`src/rtl/lif_layer_seq.sv`:
```
// Sequential leaky integrate-and-fire layer: N neurons, M ternary-weighted
// synapses each, evaluated one synapse per cycle and one neuron update per
// M+1 cycles; results published together with a single-cycle ready pulse.
module lif_layer_seq #(
    parameter int M  = 8,
    parameter int N  = 8,
    parameter int VW = 6,
    parameter int DW = 3,
    parameter int RW = 5
) (
    input  logic              clk,
    input  logic              reset,
    input  logic              start,
    input  logic              clear,
    input  logic [M-1:0]      input_spikes,
    input  logic [N*M*2-1:0]  weights,
    input  logic [VW-1:0]     threshold,
    input  logic [DW-1:0]     decay,
    input  logic [RW-1:0]     refractory_period,
    output logic              busy,
    output logic              output_data_ready,
    output logic [N-1:0]      output_spikes,
    output logic [N*VW-1:0]   membrane_potential_out
);

    localparam int AW  = $clog2(M + 1) + 1;
    localparam int TW  = ((VW > DW) ? VW : DW) + AW + 2;
    localparam int IIW = (M > 1) ? $clog2(M) : 1;
    localparam int NIW = (N > 1) ? $clog2(N) : 1;
    localparam logic signed [TW-1:0] VMAX = $signed({{(TW-VW){1'b0}}, {VW{1'b1}}});

    typedef enum logic [1:0] {IDLE, ACCUM, UPDATE, DONE} state_t;

    state_t                  state_q;
    logic [M-1:0]            spk_q;
    logic [IIW-1:0]          iidx_q;
    logic [NIW-1:0]          nidx_q;
    logic signed [AW-1:0]    acc_q;
    logic [N-1:0][VW-1:0]    v_q;
    logic [N-1:0][RW-1:0]    ref_q;
    logic [N-1:0]            new_q;
    logic [N-1:0]            out_q;
    logic                    odr_q;

    logic [1:0]              w_cur;
    logic signed [AW-1:0]    acc_d;
    logic signed [TW-1:0]    v_ext;
    logic signed [TW-1:0]    acc_ext;
    logic signed [TW-1:0]    dec_ext;
    logic signed [TW-1:0]    tmp;
    logic [VW-1:0]           v_clamp;
    logic                    in_refr;
    logic                    fire;
    logic [N-1:0]            new_d;

    assign busy                   = (state_q == ACCUM) || (state_q == UPDATE);
    assign output_data_ready      = odr_q;
    assign output_spikes          = out_q;
    assign membrane_potential_out = v_q;

    // Accumulator step: add the current synapse's ternary contribution
    always_comb begin
        w_cur = weights[2*(int'(nidx_q)*M + int'(iidx_q)) +: 2];
        acc_d = acc_q;
        if (spk_q[iidx_q] && w_cur[1]) begin
            acc_d = w_cur[0] ? (acc_q - $signed(AW'(1))) : (acc_q + $signed(AW'(1)));
        end
    end

    // Membrane update for the current neuron: leak, clamp, threshold test
    always_comb begin
        v_ext   = $signed({{(TW-VW){1'b0}}, v_q[nidx_q]});
        acc_ext = $signed({{(TW-AW){acc_q[AW-1]}}, acc_q});
        dec_ext = $signed({{(TW-DW){1'b0}}, decay});
        tmp     = v_ext + acc_ext - dec_ext;
        if (tmp[TW-1]) begin
            v_clamp = '0;
        end else if (tmp > VMAX) begin
            v_clamp = '1;
        end else begin
            v_clamp = tmp[VW-1:0];
        end
        in_refr = (ref_q[nidx_q] != '0);
        fire    = !in_refr && (v_clamp >= threshold);
        new_d          = new_q;
        new_d[nidx_q]  = fire;
    end

    // Control FSM and all neuron state
    always_ff @(posedge clk) begin
        if (reset) begin
            state_q <= IDLE;
            spk_q   <= '0;
            iidx_q  <= '0;
            nidx_q  <= '0;
            acc_q   <= '0;
            v_q     <= '0;
            ref_q   <= '0;
            new_q   <= '0;
            out_q   <= '0;
            odr_q   <= 1'b0;
        end else begin
            case (state_q)
                IDLE: begin
                    if (clear) begin
                        v_q   <= '0;
                        ref_q <= '0;
                        out_q <= '0;
                    end else if (start) begin
                        spk_q   <= input_spikes;
                        iidx_q  <= '0;
                        nidx_q  <= '0;
                        acc_q   <= '0;
                        state_q <= ACCUM;
                    end
                end
                ACCUM: begin
                    acc_q <= acc_d;
                    if (iidx_q == IIW'(M - 1)) begin
                        iidx_q  <= '0;
                        state_q <= UPDATE;
                    end else begin
                        iidx_q <= iidx_q + IIW'(1);
                    end
                end
                UPDATE: begin
                    if (in_refr) begin
                        ref_q[nidx_q] <= ref_q[nidx_q] - RW'(1);
                        v_q[nidx_q]   <= '0;
                    end else if (fire) begin
                        v_q[nidx_q]   <= '0;
                        ref_q[nidx_q] <= refractory_period;
                    end else begin
                        v_q[nidx_q]   <= v_clamp;
                    end
                    new_q <= new_d;
                    acc_q <= '0;
                    if (nidx_q == NIW'(N - 1)) begin
                        // publish all spike bits at once, including the one decided this cycle
                        out_q   <= new_d;
                        odr_q   <= 1'b1;
                        state_q <= DONE;
                    end else begin
                        nidx_q  <= nidx_q + NIW'(1);
                        state_q <= ACCUM;
                    end
                end
                DONE: begin
                    odr_q   <= 1'b0;
                    state_q <= IDLE;
                end
                default: state_q <= IDLE;
            endcase
        end
    end

endmodule
```
`config.mk`:
```
export PLATFORM = sky130hd
export DESIGN_NAME = lif_layer_seq
export DESIGN_NICKNAME = d
export VERILOG_FILES = /design/src/rtl/lif_layer_seq.sv
export SDC_FILE = /design/constraint.sdc
export NUM_CORES = 1
export LEC_CHECK = 0
export ABC_AREA = 1
export CAP_MARGIN = 20
export CORE_ASPECT_RATIO = 1.25
export CORE_MARGIN = 2
export CORE_UTILIZATION = 38
export DETAILED_ROUTE_END_ITERATION = 8
export GPL_TIMING_DRIVEN = 0
export SYNTH_ARGS = -nofsm -noshare
export SYNTH_HDL_FRONTEND = slang
export SYNTH_SLANG_ARGS = --single-unit
```
`constraint.sdc`:
```
create_clock -name clk -period 7.4 [get_ports clk]
set_input_delay 1.11 -clock clk [delete_from_list [all_inputs] [get_ports clk]]
set_output_delay 1.11 -clock clk [all_outputs]
set_load 0.01 [all_outputs]
```
==> flow_metrics.env, run 1 <==
export IMPL_status="finished clean"
export IMPL_hold_path_depth=2
export IMPL_arrival_ps=7140
export IMPL_min_period_ps=6817
export IMPL_cp_start_kind="register"
export IMPL_drt_pass1_iter_count=5
export IMPL_cpPeakStageDelay_ps=440
export IMPL_finalCritPeriodShare=0.9212
export IMPL_cpLargestDelayFamily="compound AO/OA/AOI/OAI gates"
export IMPL_synthMostInstantiatedCell="nand2_1"
export IMPL_wirelength_mm=35.29
export IMPL_finalSetupTns_ps=0
export IMPL_hold_end="spk_q[6]$_SDFFE_PP0P_"
export IMPL_p_int_w=0.002337
export IMPL_detail_route_antenna_nets=0
export IMPL_synth_cell_types=43
export IMPL_ctsHoldBuffers=0
export IMPL_vias_per_cell=5.191
export IMPL_place_congestion=0.9172
export IMPL_sw_frac_of_total=0.5120
export IMPL_report_final_hold_viol_count=0
export IMPL_initial_core_util=0.3834
export IMPL_num_rows=63
export IMPL_synthXorXnorAreaFrac=0.007780
export IMPL_cp_num_buf_inv=9
export IMPL_post_cts_resized=0
export IMPL_yosysTopAreaCell="dfxtp_1"
export IMPL_die_x_um=141.7
export IMPL_diodes=0
export IMPL_fin_skew_ps=11.18
export IMPL_fmax_mhz=146.7
export IMPL_required_ps=7720
export IMPL_wl_per_cell_um=17.17
export IMPL_path_common_cell="nand2_1"
export IMPL_crit_slowest_cell="fa_1"
export IMPL_dieArea_sq_um=24960
export IMPL_clockBufferDepth=2
export IMPL_end_kind="register"
export IMPL_dieHeight_um=176.1
export IMPL_dp_hpwl_mm=27.26
export IMPL_synth_compound_area_frac=0.1803
export IMPL_syn_area_sq_um=9006
export IMPL_synth_edff_count=0
export IMPL_power_density_nw_per_um2=397.1
export IMPL_clk_pin_slew_ps=60
export IMPL_syn_inst=1522
export IMPL_yosys_warnings=0
export IMPL_grt_util_all_layers=0.2797
export IMPL_cts_made_buffers=17
export IMPL_tightest_slew_ps=927.3
export IMPL_cellLeakagePower_nw=5.378
export IMPL_muxShareOfSynthArea=0
export IMPL_finalSetupViolCount=0
export IMPL_cts_tree="done"
export IMPL_worstHoldPathType="reg -> reg"
export IMPL_min_from="spk_q[6]$_SDFFE_PP0P_"
export IMPL_grt_pass1_vias=9988
export IMPL_yosysSeqAreaShare=0.2801
export IMPL_cts_setup_buffers=0
export IMPL_grt_max_degree=17
export IMPL_layout_drive_gt1_share=0.05389
export IMPL_finalPower_w=0.004789
export IMPL_cts_root_buf="clkbuf_16"
export IMPL_clock_latency_ps=440
export IMPL_synth_ff_type="dfxtp_1"
export IMPL_ys_ff_latch=126
export IMPL_p_sw_w=0.002452
export IMPL_drtIter0Drc=702
export IMPL_syn_area_per_cell_sq_um=5.917
export IMPL_cts_htree_levels=4
export IMPL_slew_viol_final=0
export IMPL_final_net_count=1938
export IMPL_max_cap_viol_count=0
export IMPL_antenna_found_initial=0
export IMPL_num_io_pins=212
export IMPL_crit_type="reg -> reg"
export IMPL_reg2reg_depth=34
export IMPL_numPortBuffers=210
export IMPL_reg2reg_from="nidx_q[0]$_SDFFE_PP0P_"
export IMPL_area_growth_pct=33.88
export IMPL_vias=10670
export IMPL_r2r_slack_ps=580
export IMPL_synthArstFlopShare=0
export IMPL_drc=0
export IMPL_rsz0062_at_grt="no"
export IMPL_grt_ovfl_total=0
export IMPL_peakVddDrop_mv=0.2678
export IMPL_fillers=2498
export IMPL_pwr_share_clk=0.179
export IMPL_cp_max_fo=10
export IMPL_synth_fa_ha_area_frac=0.05140
export IMPL_synth_top_family_by_area="simple AND/OR/NAND/NOR gates"
export IMPL_yosys_area_share_simple=0.3569
export IMPL_power_frac_comb=0.618
export IMPL_coreArea_sq_um=23490
export IMPL_synthTopCellsByArea="dfxtp_1 (28%), nand2_1 (21%), nand3_1 (7.7%)"
export IMPL_synth_top_area_share=0.2801
export IMPL_maxSlewHeadroom=0.3795
export IMPL_reg2reg_to="membrane_potential_out[38]$_SDFFE_PP0P_"
export IMPL_synth_commonest_cells="nand2_1 (493), inv_1 (184), nand3_1 (139), a21oi_1 (129), dfxtp_1 (126)"
export IMPL_grt_pass1_wl_mm=54.34
export IMPL_syn_nets=1710
export IMPL_cts_sinks=126
export IMPL_seq_power_share=0.204
[area by class of cell]
cell class / count / area (sq um) / share of cell area
Tap cell: 292 / 365.4 / 0.03030
Multi-Input combinational cell: 1119 / 5374 / 0.4457
Sequential cell: 126 / 2522 / 0.2092
Timing Repair Buffer: 210 / 2102 / 0.1743
Buffer: 70 / 332.8 / 0.02760
Inverter: 206 / 775.7 / 0.06434
Clock buffer: 25 / 475.5 / 0.03943
Clock inverter: 7 / 110.1 / 0.009132
[registers in the layout, indices dropped and copies added, names as in the netlist]
name and flops:
ref_q 40, nidx_q 3, state_q 2, output_data_ready 1
membrane_potential_out 48, acc_q 5, output_spikes 8, spk_q 8
iidx_q 3, new_q 8
[power by group through the flow]
| stage | combinational (W) | clock (W) | sequential, W |
|---|---|---|---|
| 2_1_floorplan | 0.00187 | 0 | 0.000984 |
| 3_3_place_gp | 0.00288 | 0 | 0.000985 |
| 3_5_place_dp | 0.00290 | 0 | 0.000987 |
| 4_1_cts | 0.00292 | 0.000864 | 0.000975 |
| 5_1_grt | 0.00328 | 0.000895 | 0.000994 |
| 6_report | 0.00296 | 0.000855 | 0.000976 |
[how the worst max path moves through the flow]
stage / start / end / slack, ps / depth (start not counted)
3_3_place_gp: nidx_q[0]$_SDFFE_PP0P_ / membrane_potential_out[16]$_SDFFE_PP0P_ / 360 / 36
3_5_place_dp: nidx_q[0]$_SDFFE_PP0P_ / membrane_potential_out[45]$_SDFFE_PP0P_ / 360 / 35
2_1_floorplan: nidx_q[0]$_SDFFE_PP0P_ / membrane_potential_out[16]$_SDFFE_PP0P_ / 2080 / 36
4_1_cts: nidx_q[0]$_SDFFE_PP0P_ / membrane_potential_out[45]$_SDFFE_PP0P_ / 330 / 35
6_report: nidx_q[0]$_SDFFE_PP0P_ / membrane_potential_out[38]$_SDFFE_PP0P_ / 580 / 34
5_1_grt: nidx_q[0]$_SDFFE_PP0P_ / membrane_potential_out[45]$_SDFFE_PP0P_ / 50 / 34
[placed cells by master, fill, tap and decap left out, types with 4 or more instances in the layout]
master             n
buf_4              8
a211oi_1           4
clkbuf_1          44
nand3_1          139
xor2_1             7
a31oi_1            5
a21oi_1          129
fa_1               5
o21ai_0          120
nand4_1           11
buf_2             14
nand2_2            4
inv_1            183
clkinv_1           4
nand2_1          493
o21ai_2            5
o21ai_1           12
a221oi_1           6
clkbuf_16         17
clkinv_2           4
clkdlybuf4s50_1  210
nor2_2             5
a22oi_1            5
o22ai_1            5
ha_1              29
buf_1              7
nor2_1           106
nand3_2            4
inv_2             18
dfxtp_1          126
[kinds of logic (layout without fill, tap and decap cells)]
group | count (synthesis) | after routing
AND/OR/NAND/NOR | 775 | 775
AO/OA/AOI/OAI | 302 | 302
buffers and inverters | 277 | 518
flip-flops | 126 | 126
adder cells (fa/ha/maj) | 34 | 34
XOR/XNOR | 8 | 8
[metal layers]
metal	up-vias	track usage	wire (um)
li1	5343	-	-
met1	4807	0.3328	14590
met2	456	0.4992	17010
met3	61	0.05153	2640
met4	0	0.1046	1054
met5	-	0	0
[worst register-to-register path, delay by kind of cell, from the launching register on]
family	cells	cell delay [ps]
buffers and inverters	9	1660
flip-flops	1	340
adder cells (fa/ha/maj)	4	1160
AND/OR/NAND/NOR	12	1610
AO/OA/AOI/OAI	9	1910
[per-stage QoR]
step	cell area (sq um)	hold WS [ps]	cells	setup WS [ps]	util
after floorplan	9006	424.5	1522	2083	-
after global placement	11470	435.5	2024	361.8	0.4884
after detailed placement	11470	446.9	2024	356.9	0.4884
after CTS	12060	455.0	2056	331.9	0.5134
after global routing	12060	477.5	2055	45.44	0.5133
final	12060	450.7	2055	582.9	0.5133
(Power assumes the default switching activity.)
==> inputs of run 2 (changes only) <==
--- a/config.mk
+++ b/config.mk
@@ -12,6 +12,8 @@
 export CORE_UTILIZATION = 38
 export DETAILED_ROUTE_END_ITERATION = 8
 export GPL_TIMING_DRIVEN = 0
+export MAX_ROUTING_LAYER = met4
+export REMOVE_ABC_BUFFERS = 1
 export SYNTH_ARGS = -nofsm -noshare
 export SYNTH_HDL_FRONTEND = slang
 export SYNTH_SLANG_ARGS = --single-unit
==> flow_metrics.env, run 2 (same netlist as run 1, synthesis figures left out) <==
export IMPL_cpPeakStageDelay_ps=500
export IMPL_max_cap_viol_count=0
export IMPL_clockBufferDepth=2
export IMPL_num_rows=63
export IMPL_stdcell_count=1994
export IMPL_slew_viol_final=0
export IMPL_reg2reg_to="ref_q[20]$_SDFFE_PP0P_"
export IMPL_cts_root_buf="clkbuf_16"
export IMPL_area_growth_pct=32.59
export IMPL_drc=0
export IMPL_drt_pass1_iter_count=5
export IMPL_final_cell_mix="nand2_1 (491), clkdlybuf4s50_1 (210), inv_1 (184), nand3_1 (139), a21oi_1 (129)"
export IMPL_report_final_hold_viol_count=0
export IMPL_grt_ovfl_total=0
export IMPL_place_area_sq_um=11280
export IMPL_num_io_pins=212
export IMPL_largest_register_ffs=48
export IMPL_cts_htree_levels=4
export IMPL_die_x_um=141.7
export IMPL_cts_tree="done"
export IMPL_dieArea_sq_um=24960
export IMPL_vias_per_cell=5.145
export IMPL_ctsHoldBuffers=0
export IMPL_crit_slowest_cell="dfxtp_2"
export IMPL_finalCritPeriodShare=0.9186
export IMPL_hold_path_depth=2
export IMPL_fin_area_sq_um=11940
export IMPL_rsz0062_at_grt="no"
export IMPL_cp_start_kind="register"
export IMPL_hold_slack_ps=449.8
export IMPL_hold_end="spk_q[5]$_SDFFE_PP0P_"
export IMPL_tightest_slew_ps=1031
export IMPL_wirelength_mm=32.38
export IMPL_crit_type="reg -> reg"
export IMPL_cellLeakagePower_nw=5.312
export IMPL_cts_sinks=126
export IMPL_grt_pass1_wl_mm=50.87
export IMPL_fmax_mhz=147.1
export IMPL_detail_route_antenna_nets=0
export IMPL_power_density_nw_per_um2=394.9
export IMPL_grt_pass1_vias=9522
export IMPL_place_congestion=0.8810
export IMPL_drtIter0Drc=533
export IMPL_r2r_slack_ps=600
export IMPL_grt_util_all_layers=0.2633
export IMPL_status="finished clean"
export IMPL_required_ps=7710
export IMPL_wl_per_cell_um=16.24
export IMPL_dp_slack_ps=-1310
export IMPL_peakVddDrop_mv=0.2951
export IMPL_cp_num_buf_inv=11
export IMPL_cp_max_fo=29
export IMPL_layout_setup_ws_ps=602.2
export IMPL_end_kind="register"
export IMPL_maxSlewHeadroom=0.3122
export IMPL_worstHoldPathType="reg -> reg"
export IMPL_clk_pin_slew_ps=60
export IMPL_grt_max_degree=66
export IMPL_min_from="spk_q[5]$_SDFFE_PP0P_"
export IMPL_initial_core_util=0.3834
export IMPL_finalSetupViolCount=0
export IMPL_dieHeight_um=176.1
export IMPL_antenna_found_initial=0
export IMPL_placed_cells=1961
export IMPL_reg2reg_depth=34
export IMPL_vias=10260
export IMPL_min_period_ps=6798
export IMPL_clock_latency_ps=430
export IMPL_cts_made_buffers=17
export IMPL_coreArea_sq_um=23490
export IMPL_dp_hpwl_mm=23.38
export IMPL_final_net_count=1879
export IMPL_reg2reg_from="nidx_q[0]$_SDFFE_PP0P_"
export IMPL_cpLargestDelayFamily="simple AND/OR/NAND/NOR gates"
export IMPL_arrival_ps=7110
export IMPL_layout_commonest_cell="nand2_1"
export IMPL_numPortBuffers=211
export IMPL_fin_skew_ps=10.37
export IMPL_layout_drive_gt1_share=0.05640
export IMPL_diodes=0
run 2: cell count changes in the layout (fill, tap and decap cells not counted), moves of 4 or more:
cell      before  now
buf_4          8    2
dfxtp_1      126  122
clkbuf_1      44    1
buf_2         14    1
buf_1          7    0
nor2_1       106  102
clkbuf_8       2    7
nor2_2         5    9
dfxtp_2        0    4
run 2: worst min-delay path, delay by kind of cell (launching register included):
family | cells | cell delay [ps]
flip-flops | 1 | 290
buffers and inverters | 1 | 60
AO/OA/AOI/OAI | 1 | 50
run 2: where the power goes:
part | leakage (nW) | switching [W] | internal [W] | total, W
logic | 3.99 | 0.00194 | 0.000920 | 0.00286
clock network | 0.297 | 0.000304 | 0.000553 | 0.000858
registers | 1.03 | 0.000153 | 0.000847 | 0.00100
total | 5.31 | 0.00240 | 0.00232 | 0.00472
run 2: metrics by stage:
stage / util / setup TNS, ps / total power [W]
2_1_floorplan: - / 0 / 0.002717
6_report: 0.5084 / 0 / 0.004716
5_1_grt: 0.5084 / 0 / 0.005097
4_1_cts: 0.5074 / 0 / 0.004663
3_3_place_gp: 0.4745 / -196780 / 0.003683
3_5_place_dp: 0.4803 / -70510 / 0.003735
run 2: final cells by class:
cell class | count | area, sq um
fillers | 2510 | 11550
well taps | 292 | 365.4
repair buffers | 220 | 2255
clock buffers | 25 | 525.5
clock inverters | 5 | 77.57
multi-input cells | 1120 | 5405
inverters | 206 | 785.8
flip-flops and latches | 126 | 2527
run 2: worst max path at each step:
stage / startpoint / end / cells after the start
floorplan: nidx_q[0]$_SDFFE_PP0P_ / ref_q[34]$_SDFFE_PP0P_ / 31
global route: nidx_q[0]$_SDFFE_PP0P_ / ref_q[22]$_SDFFE_PP0P_ / 34
global placement: nidx_q[0]$_SDFFE_PP0P_ / ref_q[14]$_SDFFE_PP0P_ / 32
CTS: nidx_q[0]$_SDFFE_PP0P_ / ref_q[22]$_SDFFE_PP0P_ / 34
finish: nidx_q[0]$_SDFFE_PP0P_ / ref_q[20]$_SDFFE_PP0P_ / 34
detailed placement: nidx_q[0]$_SDFFE_PP0P_ / ref_q[22]$_SDFFE_PP0P_ / 34
run 2: what timing repair did:
action,CTS,global route
buffers inserted,0,2
cloned,1,0
setup endpoints to repair,87,72
gates resized for setup,9,4
endpoints found under the hold margin,0,0
pin swaps,1,1
run 2: routing by layer:
metal,wire (um),GRT usage,up-vias
li1,-,-,5224
met1,13980,0.3198,4643
met2,15730,0.4557,347
met3,2029,0.03906,46
met4,633,0.07167,0
met5,0,-,-
